--- src/rtl/sa_pkg.sv ---
// Shared definitions for the systolic-array load sequencer: FSM state codes,
// buffer read latency and a width helper.
package sa_pkg;

    // Cycles from a buffer read strobe to its data word on the read port.
    localparam int SA_RD_LAT = 1;

    typedef logic [2:0] sa_state_t;

    localparam logic [2:0] S_IDLE   = 3'd0;
    localparam logic [2:0] S_LOADW  = 3'd1;
    localparam logic [2:0] S_GAP    = 3'd2;
    localparam logic [2:0] S_STREAM = 3'd3;
    localparam logic [2:0] S_DRAIN  = 3'd4;
    localparam logic [2:0] S_DONE   = 3'd5;

    // Bits needed to hold values 0..value-1 (at least 1).
    function automatic int clog2(input int value);
        int result;
        result = 1;
        while ((1 << result) < value) begin
            result++;
        end
        return result;
    endfunction

endpackage

--- src/rtl/sa_load_sequencer_if.sv ---
// Command, buffer-port and array-control bundle of the load sequencer.
// The host/array side takes the master modport; the sequencer takes slave.
interface sa_load_sequencer_if #(
    parameter int ROW    = 9,
    parameter int W_ADDR = 8,
    parameter int W_CNT  = 9
);

    logic              in_start;
    logic              in_abort;
    logic [W_CNT-1:0]  in_num_vec;
    logic              out_busy;
    logic              out_done;
    logic              out_err;
    logic              out_w_rd_en;
    logic [W_ADDR-1:0] out_w_rd_addr;
    logic              out_d_rd_en;
    logic [W_ADDR-1:0] out_d_rd_addr;
    logic              out_sa_sel;
    logic [ROW-1:0]    out_row_valid;
    logic              in_res_valid;
    logic              out_res_wr_en;
    logic [W_ADDR-1:0] out_res_wr_addr;

    modport master (
        output in_start,
        output in_abort,
        output in_num_vec,
        output in_res_valid,
        input  out_busy,
        input  out_done,
        input  out_err,
        input  out_w_rd_en,
        input  out_w_rd_addr,
        input  out_d_rd_en,
        input  out_d_rd_addr,
        input  out_sa_sel,
        input  out_row_valid,
        input  out_res_wr_en,
        input  out_res_wr_addr
    );

    modport slave (
        input  in_start,
        input  in_abort,
        input  in_num_vec,
        input  in_res_valid,
        output out_busy,
        output out_done,
        output out_err,
        output out_w_rd_en,
        output out_w_rd_addr,
        output out_d_rd_en,
        output out_d_rd_addr,
        output out_sa_sel,
        output out_row_valid,
        output out_res_wr_en,
        output out_res_wr_addr
    );

endinterface

--- src/rtl/sa_skew_line.sv ---
// Diagonal skew for the per-row valid bits: q[0] is the registered input,
// q[r] is q[0] delayed by r further cycles.
module sa_skew_line #(
    parameter int ROW = 9
) (
    input  logic           clk,
    input  logic           rst,
    input  logic           clr,
    input  logic           din,
    output logic [ROW-1:0] q
);

    logic [ROW-1:0] stage_reg;
    logic [ROW-1:0] stage_next;

    generate
        for (genvar gi = 0; gi < ROW; gi++) begin : g_stage
            if (gi == 0) begin : g_head
                assign stage_next[gi] = din;
            end else begin : g_tail
                assign stage_next[gi] = stage_reg[gi-1];
            end
        end
    endgenerate

    always_ff @(posedge clk or posedge rst) begin
        if (rst) begin
            stage_reg <= '0;
        end else if (clr) begin
            stage_reg <= '0;
        end else begin
            stage_reg <= stage_next;
        end
    end

    assign q = stage_reg;

endmodule

--- src/rtl/sa_load_sequencer.sv ---
// Sequences one systolic-array job: weight preload, skewed activation
// streaming, and result capture into the result buffer.
module sa_load_sequencer
    import sa_pkg::*;
#(
    parameter int ROW    = 9,
    parameter int COL    = 64,
    parameter int W_ADDR = 8,
    parameter int W_CNT  = 9
) (
    input  logic               in_clk,
    input  logic               in_rst,
    sa_load_sequencer_if.slave bus
);

    // LOADW lingers until the final weight word has arrived from the buffer.
    localparam int W_END  = ROW + SA_RD_LAT - 1;
    localparam int W_WCNT = clog2(W_END + 1);

    localparam logic [W_CNT-1:0]  MAX_N  = W_CNT'(2 ** W_ADDR);
    localparam logic [W_WCNT-1:0] W_LAST = W_WCNT'(W_END);
    localparam logic [W_WCNT-1:0] W_ROWS = W_WCNT'(ROW);

    generate
        if (W_CNT < W_ADDR + 1) begin : g_bad_cnt
            $error("W_CNT must be at least W_ADDR+1");
        end
        if (((COL * 32) % 32) != 0) begin : g_bad_col
            $error("COL*32 must be a multiple of 32");
        end
    endgenerate

    sa_state_t         state_reg, state_next;
    logic [W_CNT-1:0]  n_reg, n_next;
    logic [W_WCNT-1:0] w_cnt_reg, w_cnt_next;
    logic [W_CNT-1:0]  d_cnt_reg, d_cnt_next;
    logic [W_CNT-1:0]  res_cnt_reg, res_cnt_next;
    logic              err_reg, err_next;
    logic              bad_done_reg, bad_done_next;
    logic              sa_sel_reg, sa_sel_next;

    logic              w_rd_en;
    logic              d_rd_en;
    logic              res_seen;
    logic              res_wr;
    logic              res_over;
    logic              num_bad;
    logic [ROW-1:0]    row_valid;

    // Counters are W_CNT wide so N = 2^W_ADDR compares without wrapping.
    assign w_rd_en  = (state_reg == S_LOADW) && (w_cnt_reg < W_ROWS);
    assign d_rd_en  = (state_reg == S_STREAM) && (d_cnt_reg < n_reg);
    assign res_seen = bus.in_res_valid && (state_reg != S_IDLE);
    assign res_wr   = res_seen && (res_cnt_reg < n_reg);
    assign res_over = res_seen && !(res_cnt_reg < n_reg);
    assign num_bad  = (bus.in_num_vec == '0) || (bus.in_num_vec > MAX_N);

    always_comb begin
        state_next    = state_reg;
        n_next        = n_reg;
        w_cnt_next    = w_cnt_reg;
        d_cnt_next    = d_cnt_reg;
        res_cnt_next  = res_cnt_reg;
        err_next      = err_reg;
        bad_done_next = 1'b0;
        sa_sel_next   = w_rd_en;

        if (d_rd_en) begin
            d_cnt_next = d_cnt_reg + 1'b1;
        end
        if (res_wr) begin
            res_cnt_next = res_cnt_reg + 1'b1;
        end
        if (res_over) begin
            err_next = 1'b1;
        end

        case (state_reg)
            S_IDLE: begin
                if (bus.in_start) begin
                    n_next       = bus.in_num_vec;
                    w_cnt_next   = '0;
                    d_cnt_next   = '0;
                    res_cnt_next = '0;
                    if (num_bad) begin
                        err_next      = 1'b1;
                        bad_done_next = 1'b1;
                    end else begin
                        err_next   = 1'b0;
                        state_next = S_LOADW;
                    end
                end
            end
            S_LOADW: begin
                if (w_cnt_reg == W_LAST) begin
                    state_next = S_GAP;
                end else begin
                    w_cnt_next = w_cnt_reg + 1'b1;
                end
            end
            S_GAP: begin
                state_next = S_STREAM;
            end
            S_STREAM: begin
                if (d_rd_en && (d_cnt_reg == n_reg - 1'b1)) begin
                    state_next = S_DRAIN;
                end
            end
            S_DRAIN: begin
                if (res_cnt_reg == n_reg) begin
                    state_next = S_DONE;
                end
            end
            S_DONE: begin
                state_next = S_IDLE;
            end
            default: begin
                state_next = S_IDLE;
            end
        endcase

        // Abort wins over everything, including a same-cycle start, and
        // leaves the error flag exactly as it was.
        if (bus.in_abort) begin
            state_next    = S_IDLE;
            w_cnt_next    = '0;
            d_cnt_next    = '0;
            res_cnt_next  = '0;
            err_next      = err_reg;
            bad_done_next = 1'b0;
            sa_sel_next   = 1'b0;
        end
    end

    always_ff @(posedge in_clk or posedge in_rst) begin
        if (in_rst) begin
            state_reg    <= S_IDLE;
            n_reg        <= '0;
            w_cnt_reg    <= '0;
            d_cnt_reg    <= '0;
            res_cnt_reg  <= '0;
            err_reg      <= 1'b0;
            bad_done_reg <= 1'b0;
            sa_sel_reg   <= 1'b0;
        end else begin
            state_reg    <= state_next;
            n_reg        <= n_next;
            w_cnt_reg    <= w_cnt_next;
            d_cnt_reg    <= d_cnt_next;
            res_cnt_reg  <= res_cnt_next;
            err_reg      <= err_next;
            bad_done_reg <= bad_done_next;
            sa_sel_reg   <= sa_sel_next;
        end
    end

    sa_skew_line #(
        .ROW (ROW)
    ) u_skew (
        .clk (in_clk),
        .rst (in_rst),
        .clr (bus.in_abort),
        .din (d_rd_en),
        .q   (row_valid)
    );

    assign bus.out_busy        = (state_reg != S_IDLE);
    assign bus.out_done        = (state_reg == S_DONE) || bad_done_reg;
    assign bus.out_err         = err_reg;
    assign bus.out_w_rd_en     = w_rd_en;
    assign bus.out_w_rd_addr   = w_rd_en ? W_ADDR'(w_cnt_reg) : '0;
    assign bus.out_d_rd_en     = d_rd_en;
    assign bus.out_d_rd_addr   = d_rd_en ? d_cnt_reg[W_ADDR-1:0] : '0;
    assign bus.out_sa_sel      = sa_sel_reg;
    assign bus.out_row_valid   = row_valid;
    assign bus.out_res_wr_en   = res_wr;
    assign bus.out_res_wr_addr = res_wr ? res_cnt_reg[W_ADDR-1:0] : '0;

endmodule

--- src/flat_wrapper.sv ---
// flat-port wrapper written by rule: the top's interface ports become plain ports
module sa_load_sequencer_flat import sa_pkg::*;
#(
    parameter int ROW    = 9,
    parameter int COL    = 64,
    parameter int W_ADDR = 8,
    parameter int W_CNT  = 9
)
  (in_clk, in_rst, bus_in_start, bus_in_abort, bus_in_num_vec, bus_in_res_valid, bus_out_busy, bus_out_done, bus_out_err, bus_out_w_rd_en, bus_out_w_rd_addr, bus_out_d_rd_en, bus_out_d_rd_addr, bus_out_sa_sel, bus_out_row_valid, bus_out_res_wr_en, bus_out_res_wr_addr);
  sa_load_sequencer_if #(.ROW(ROW), .W_ADDR(W_ADDR), .W_CNT(W_CNT)) bus_i ();
  input  logic in_clk;
  input  logic in_rst;
  input wire logic [$bits(bus_i.in_start)-1:0] bus_in_start;
  input wire logic [$bits(bus_i.in_abort)-1:0] bus_in_abort;
  input wire logic [$bits(bus_i.in_num_vec)-1:0] bus_in_num_vec;
  input wire logic [$bits(bus_i.in_res_valid)-1:0] bus_in_res_valid;
  output wire logic [$bits(bus_i.out_busy)-1:0] bus_out_busy;
  output wire logic [$bits(bus_i.out_done)-1:0] bus_out_done;
  output wire logic [$bits(bus_i.out_err)-1:0] bus_out_err;
  output wire logic [$bits(bus_i.out_w_rd_en)-1:0] bus_out_w_rd_en;
  output wire logic [$bits(bus_i.out_w_rd_addr)-1:0] bus_out_w_rd_addr;
  output wire logic [$bits(bus_i.out_d_rd_en)-1:0] bus_out_d_rd_en;
  output wire logic [$bits(bus_i.out_d_rd_addr)-1:0] bus_out_d_rd_addr;
  output wire logic [$bits(bus_i.out_sa_sel)-1:0] bus_out_sa_sel;
  output wire logic [$bits(bus_i.out_row_valid)-1:0] bus_out_row_valid;
  output wire logic [$bits(bus_i.out_res_wr_en)-1:0] bus_out_res_wr_en;
  output wire logic [$bits(bus_i.out_res_wr_addr)-1:0] bus_out_res_wr_addr;
  assign bus_i.in_start = bus_in_start;
  assign bus_i.in_abort = bus_in_abort;
  assign bus_i.in_num_vec = bus_in_num_vec;
  assign bus_i.in_res_valid = bus_in_res_valid;
  assign bus_out_busy = bus_i.out_busy;
  assign bus_out_done = bus_i.out_done;
  assign bus_out_err = bus_i.out_err;
  assign bus_out_w_rd_en = bus_i.out_w_rd_en;
  assign bus_out_w_rd_addr = bus_i.out_w_rd_addr;
  assign bus_out_d_rd_en = bus_i.out_d_rd_en;
  assign bus_out_d_rd_addr = bus_i.out_d_rd_addr;
  assign bus_out_sa_sel = bus_i.out_sa_sel;
  assign bus_out_row_valid = bus_i.out_row_valid;
  assign bus_out_res_wr_en = bus_i.out_res_wr_en;
  assign bus_out_res_wr_addr = bus_i.out_res_wr_addr;
  sa_load_sequencer #(.ROW(ROW), .COL(COL), .W_ADDR(W_ADDR), .W_CNT(W_CNT)) u_core (.in_clk(in_clk), .in_rst(in_rst), .bus(bus_i));
endmodule
--- config.mk ---
export PLATFORM = sky130hd
export DESIGN_NAME = sa_load_sequencer_flat
export DESIGN_NICKNAME = d
export VERILOG_FILES = /design/src/rtl/sa_pkg.sv /design/src/rtl/sa_load_sequencer_if.sv /design/src/rtl/sa_skew_line.sv /design/src/rtl/sa_load_sequencer.sv /design/src/flat_wrapper.sv
export SDC_FILE = /design/constraint.sdc
export NUM_CORES = 1
export LEC_CHECK = 0
export ABC_AREA = 1
export CAP_MARGIN = 20
export CORE_AREA = 2 2 116 118
export CTS_CLUSTER_DIAMETER = 40
export DETAILED_ROUTE_END_ITERATION = 10
export DIE_AREA = 0 0 118 120
export PLACE_DENSITY = 0.48
export REMOVE_ABC_BUFFERS = 1
export SLEW_MARGIN = 10
export SYNTH_ARGS = -nofsm -noshare
export SYNTH_HDL_FRONTEND = slang
export SYNTH_HIERARCHICAL = 1
export SYNTH_SLANG_ARGS = --single-unit
--- constraint.sdc ---
create_clock -name in_clk -period 4.33 [get_ports in_clk]
set_input_delay 1.299 -clock in_clk [delete_from_list [all_inputs] [get_ports in_clk]]
set_output_delay 1.299 -clock in_clk [all_outputs]
set_load 0.1 [all_outputs]
==> metrics.md <==
| Metric | Value |
|---|---|
| Status | `complete, no violations` |
| Crit path from | `bus_in_res_valid` |
| Multi-input combinational cell area | `0.00169 mm²` |
| Critical setup path kind | `input port to output pin` |
| Post_cts resized | `0` |
| Register area share after synthesis | `0.362` |
| Setup bufs post-CTS | `0` |
| CTS tree | `built` |
| Post-Syn Area | `0.00318 mm²` |
| Worst setup path endpoint | `bus_out_res_wr_en` |
| Vias per cell | `4.18` |
| Final Max Tran Viols | `0` |
| Total grt overflow | `0` |
| HPWL after DPL | `5910 µm` |
| Unrepaired setup endpoints after global routing | `no` |
| Post-Synth Simple-Gate Area | `0.304` |
| Static leakage | `1.83 nW` |
| FF+latch area | `0.00115 mm²` |
| Slew @ Worst Pin | `0.971 ns` |
| Compound-Gate Fraction of Synth Area | `0.0771` |
| Worst reg2reg startpoint | `u_core/n_reg[3]` |
| RR Endpoint | `u_core/d_cnt_reg[8]` |
| Clock-pin slew on the worst setup and hold paths | `0.06 ns` |
| Xor-xnor portion of the synthesized cell area | `0.0413` |
| Area grow syn2layout | `26.7%` |
| HP Class | `flip-flop to flip-flop` |
| Crit path launch type | `input port` |
| Ant diodes | `0` |
| DIE WIDTH | `118 µm` |
| Die Y | `120 µm` |
| Wire per inst | `11.6 µm` |
| Vias | `2735` |
| Setup slack, reg-to-reg | `2.08 ns` |
| Clock Latency Late Sink | `0.28 ns` |
| R2r worst-path depth | `12` |
| # nets final | `518` |
| Post-synth EDFFs | `0` |
| DRC Markers | `0` |
| Hold buffer count at CTS | `0` |
| Drt first pass iters | `4` |
| Async S/R FF share, synth | `1.00` |
| Die ar. | `0.0142 mm²` |
| Setup violators final | `0` |
| Post-synthesis mux area share | `0` |
| CP Data Arrival Time | `2.72 ns` |
| H-tree levels | `2` |
| Placed Cells | `647` |
| Core ar. | `0.0130 mm²` |
| Ys flop type | `dfrtp_1` |
| Layout cells sized above 1 | `0.144` |
| Total GRT Usage | `0.112` |
| Synth Register Bits | `46` |
| WHS | `0.484 ns` |
| CP Capture Type | `output pin` |
| Max-Cap Viols | `0` |
| Cells after Synth | `427` |
| Initial Util | `0.245` |
| Setup WS post-layout | `0.312 ns` |
| Final Non-Filler Cells | `654` |
| Clk sinks | `46` |
| Final WL | `7610 µm` |
| Final ANT Viol Nets | `0` |
| Vias in the first global route | `2624` |
| Cts bufs inserted | `5` |
| Largest family of logic cells by synthesized area | `simple AND/OR/NAND/NOR gates` |
| Pre-CTS setup slack | `0.286 ns` |
| Fmax | `0.249 GHz` |
| Pin count of the biggest net entering global routing | `38` |
| Pwr Total | `2.09 mW` |
| Placer Congestion | `0.823` |
| Worst VDD drop | `0.000189 V` |
| Worst EP required | `3.03 ns` |
| Worst slew margin | `0.351` |
| Fin Clk Skew | `0.00591 ns` |
| Bufs on Longest Clock Path | `2` |
| IO Pins | `54` |
| Antenna violations before repair | `0` |
| Hold_sp | `u_core/u_skew/q[6]` |
| Min Tclk post-route | `4.02 ns` |
| Setup TNS | `0 ns` |
| First-pass GRT wire length | `12600 µm` |
| CP max FO | `12` |
| Hold Violations, Final | `0` |
| Post-Synth Adder-Cell Area | `0.102` |
| Row count | `42` |
| Post-synth cell types | `33` |
| Port Buffers | `49` |
| Fill cell count | `1431` |
| CTS Root Cell | `clkbuf_16` |
| Mapped Avg Cell Area | `7.45 µm²` |
| Power density over the cells | `519 mW/mm²` |
| Synthesis Warnings | `6` |
| Fin crit share | `0.928` |
| First DRT Iteration DRCs | `139` |
cells by family (layout without fill, tap and decap cells):
logic type / Yosys count / in the layout
other: 1 / 4
and+or+nand+nor: 210 / 210
AOI/OAI and AO/OA: 46 / 46
buffers and inverters: 83 / 131
adders and majority gates: 26 / 26
DFF: 46 / 46
xor gates and xnor gates: 15 / 15
layout by cell type (no fill, tap or decap), drive strengths merged:
cell type / netlist / final
nor2: 84 / 84
nand2: 81 / 81
inv: 71 / 71
dfrtp: 46 / 46
buf: 11 / 29
ha: 26 / 26
o21ai: 25 / 25
clkdlybuf4s50: 0 / 24
nand3: 22 / 22
a21oi: 19 / 19
nor3: 12 / 12
xor2: 9 / 9
xnor2: 6 / 6
clkbuf: 1 / 6
nand4: 5 / 5
conb: 1 / 4
nand3b: 2 / 2
nor4: 2 / 2
clkinvlp: 0 / 1
o21bai: 1 / 1
or2: 1 / 1
nor3b: 1 / 1
a31oi: 1 / 1
cell type report:
class / count / area share
multi-input combinational: 301 / 0.418
clock inverter: 1 / 0.00186
inverter: 71 / 0.0661
timing repair buffer: 53 / 0.142
sequential: 46 / 0.286
tap: 176 / 0.0546
clock buffer: 6 / 0.0320
through the flow:
step            util  instance area, µm²
2_1_floorplan      -                3100
3_3_place_gp   0.300                3890
3_5_place_dp   0.300                3890
4_1_cts        0.310                4030
5_1_grt        0.310                4030
6_report       0.310                4030
synthesized netlist by cell type (4+ instances only):
cell	n	area share
buf_4	5	0.012
nor2_2	7	0.014
nor2_4	6	0.021
ha_1	26	0.10
a21oi_1	18	0.028
o21ai_1	5	0.0079
xnor2_1	6	0.017
nor2_1	71	0.084
xor2_1	9	0.025
nor3_1	9	0.014
nand3_1	20	0.031
inv_2	11	0.013
nand4_1	4	0.0079
nand2_1	78	0.092
inv_1	60	0.071
o21ai_0	20	0.031
dfrtp_1	46	0.36
power by group:
group          total, mW  internal (mW)  switching [mW]
clock network      0.374          0.211           0.163
logic               1.13          0.336           0.791
registers          0.591          0.510          0.0813
worst min-delay path by stage:
stage / to / slack (ns) / depth (start not counted)
after floorplan: u_core/w_cnt_reg[2] / 0.52 / 2
after global placement: u_core/u_skew/q[8] / 0.47 / 2
after detailed placement: u_core/u_skew/q[2] / 0.48 / 2
after CTS: u_core/u_skew/q[2] / 0.49 / 2
after global routing: u_core/u_skew/q[1] / 0.51 / 2
final: u_core/u_skew/q[7] / 0.48 / 2
worst max-delay path, cell delays in order:
cell,delay [ns]
clkdlybuf4s50_1,0.45
inv_1,0.04
nor2_2,0.17
nand3_2,0.25
inv_2,0.12
buf_4,0.19
buf_12,0.19
routing by layer:
metal,up-vias,routed length [µm],track usage
met3,4,269,0.0233
met2,46,3580,0.185
met1,1258,3720,0.151
li1,1427,-,-
met5,-,0,0
met4,0,43,0.0248
Note: power is estimated with default switching activity, not from simulation.
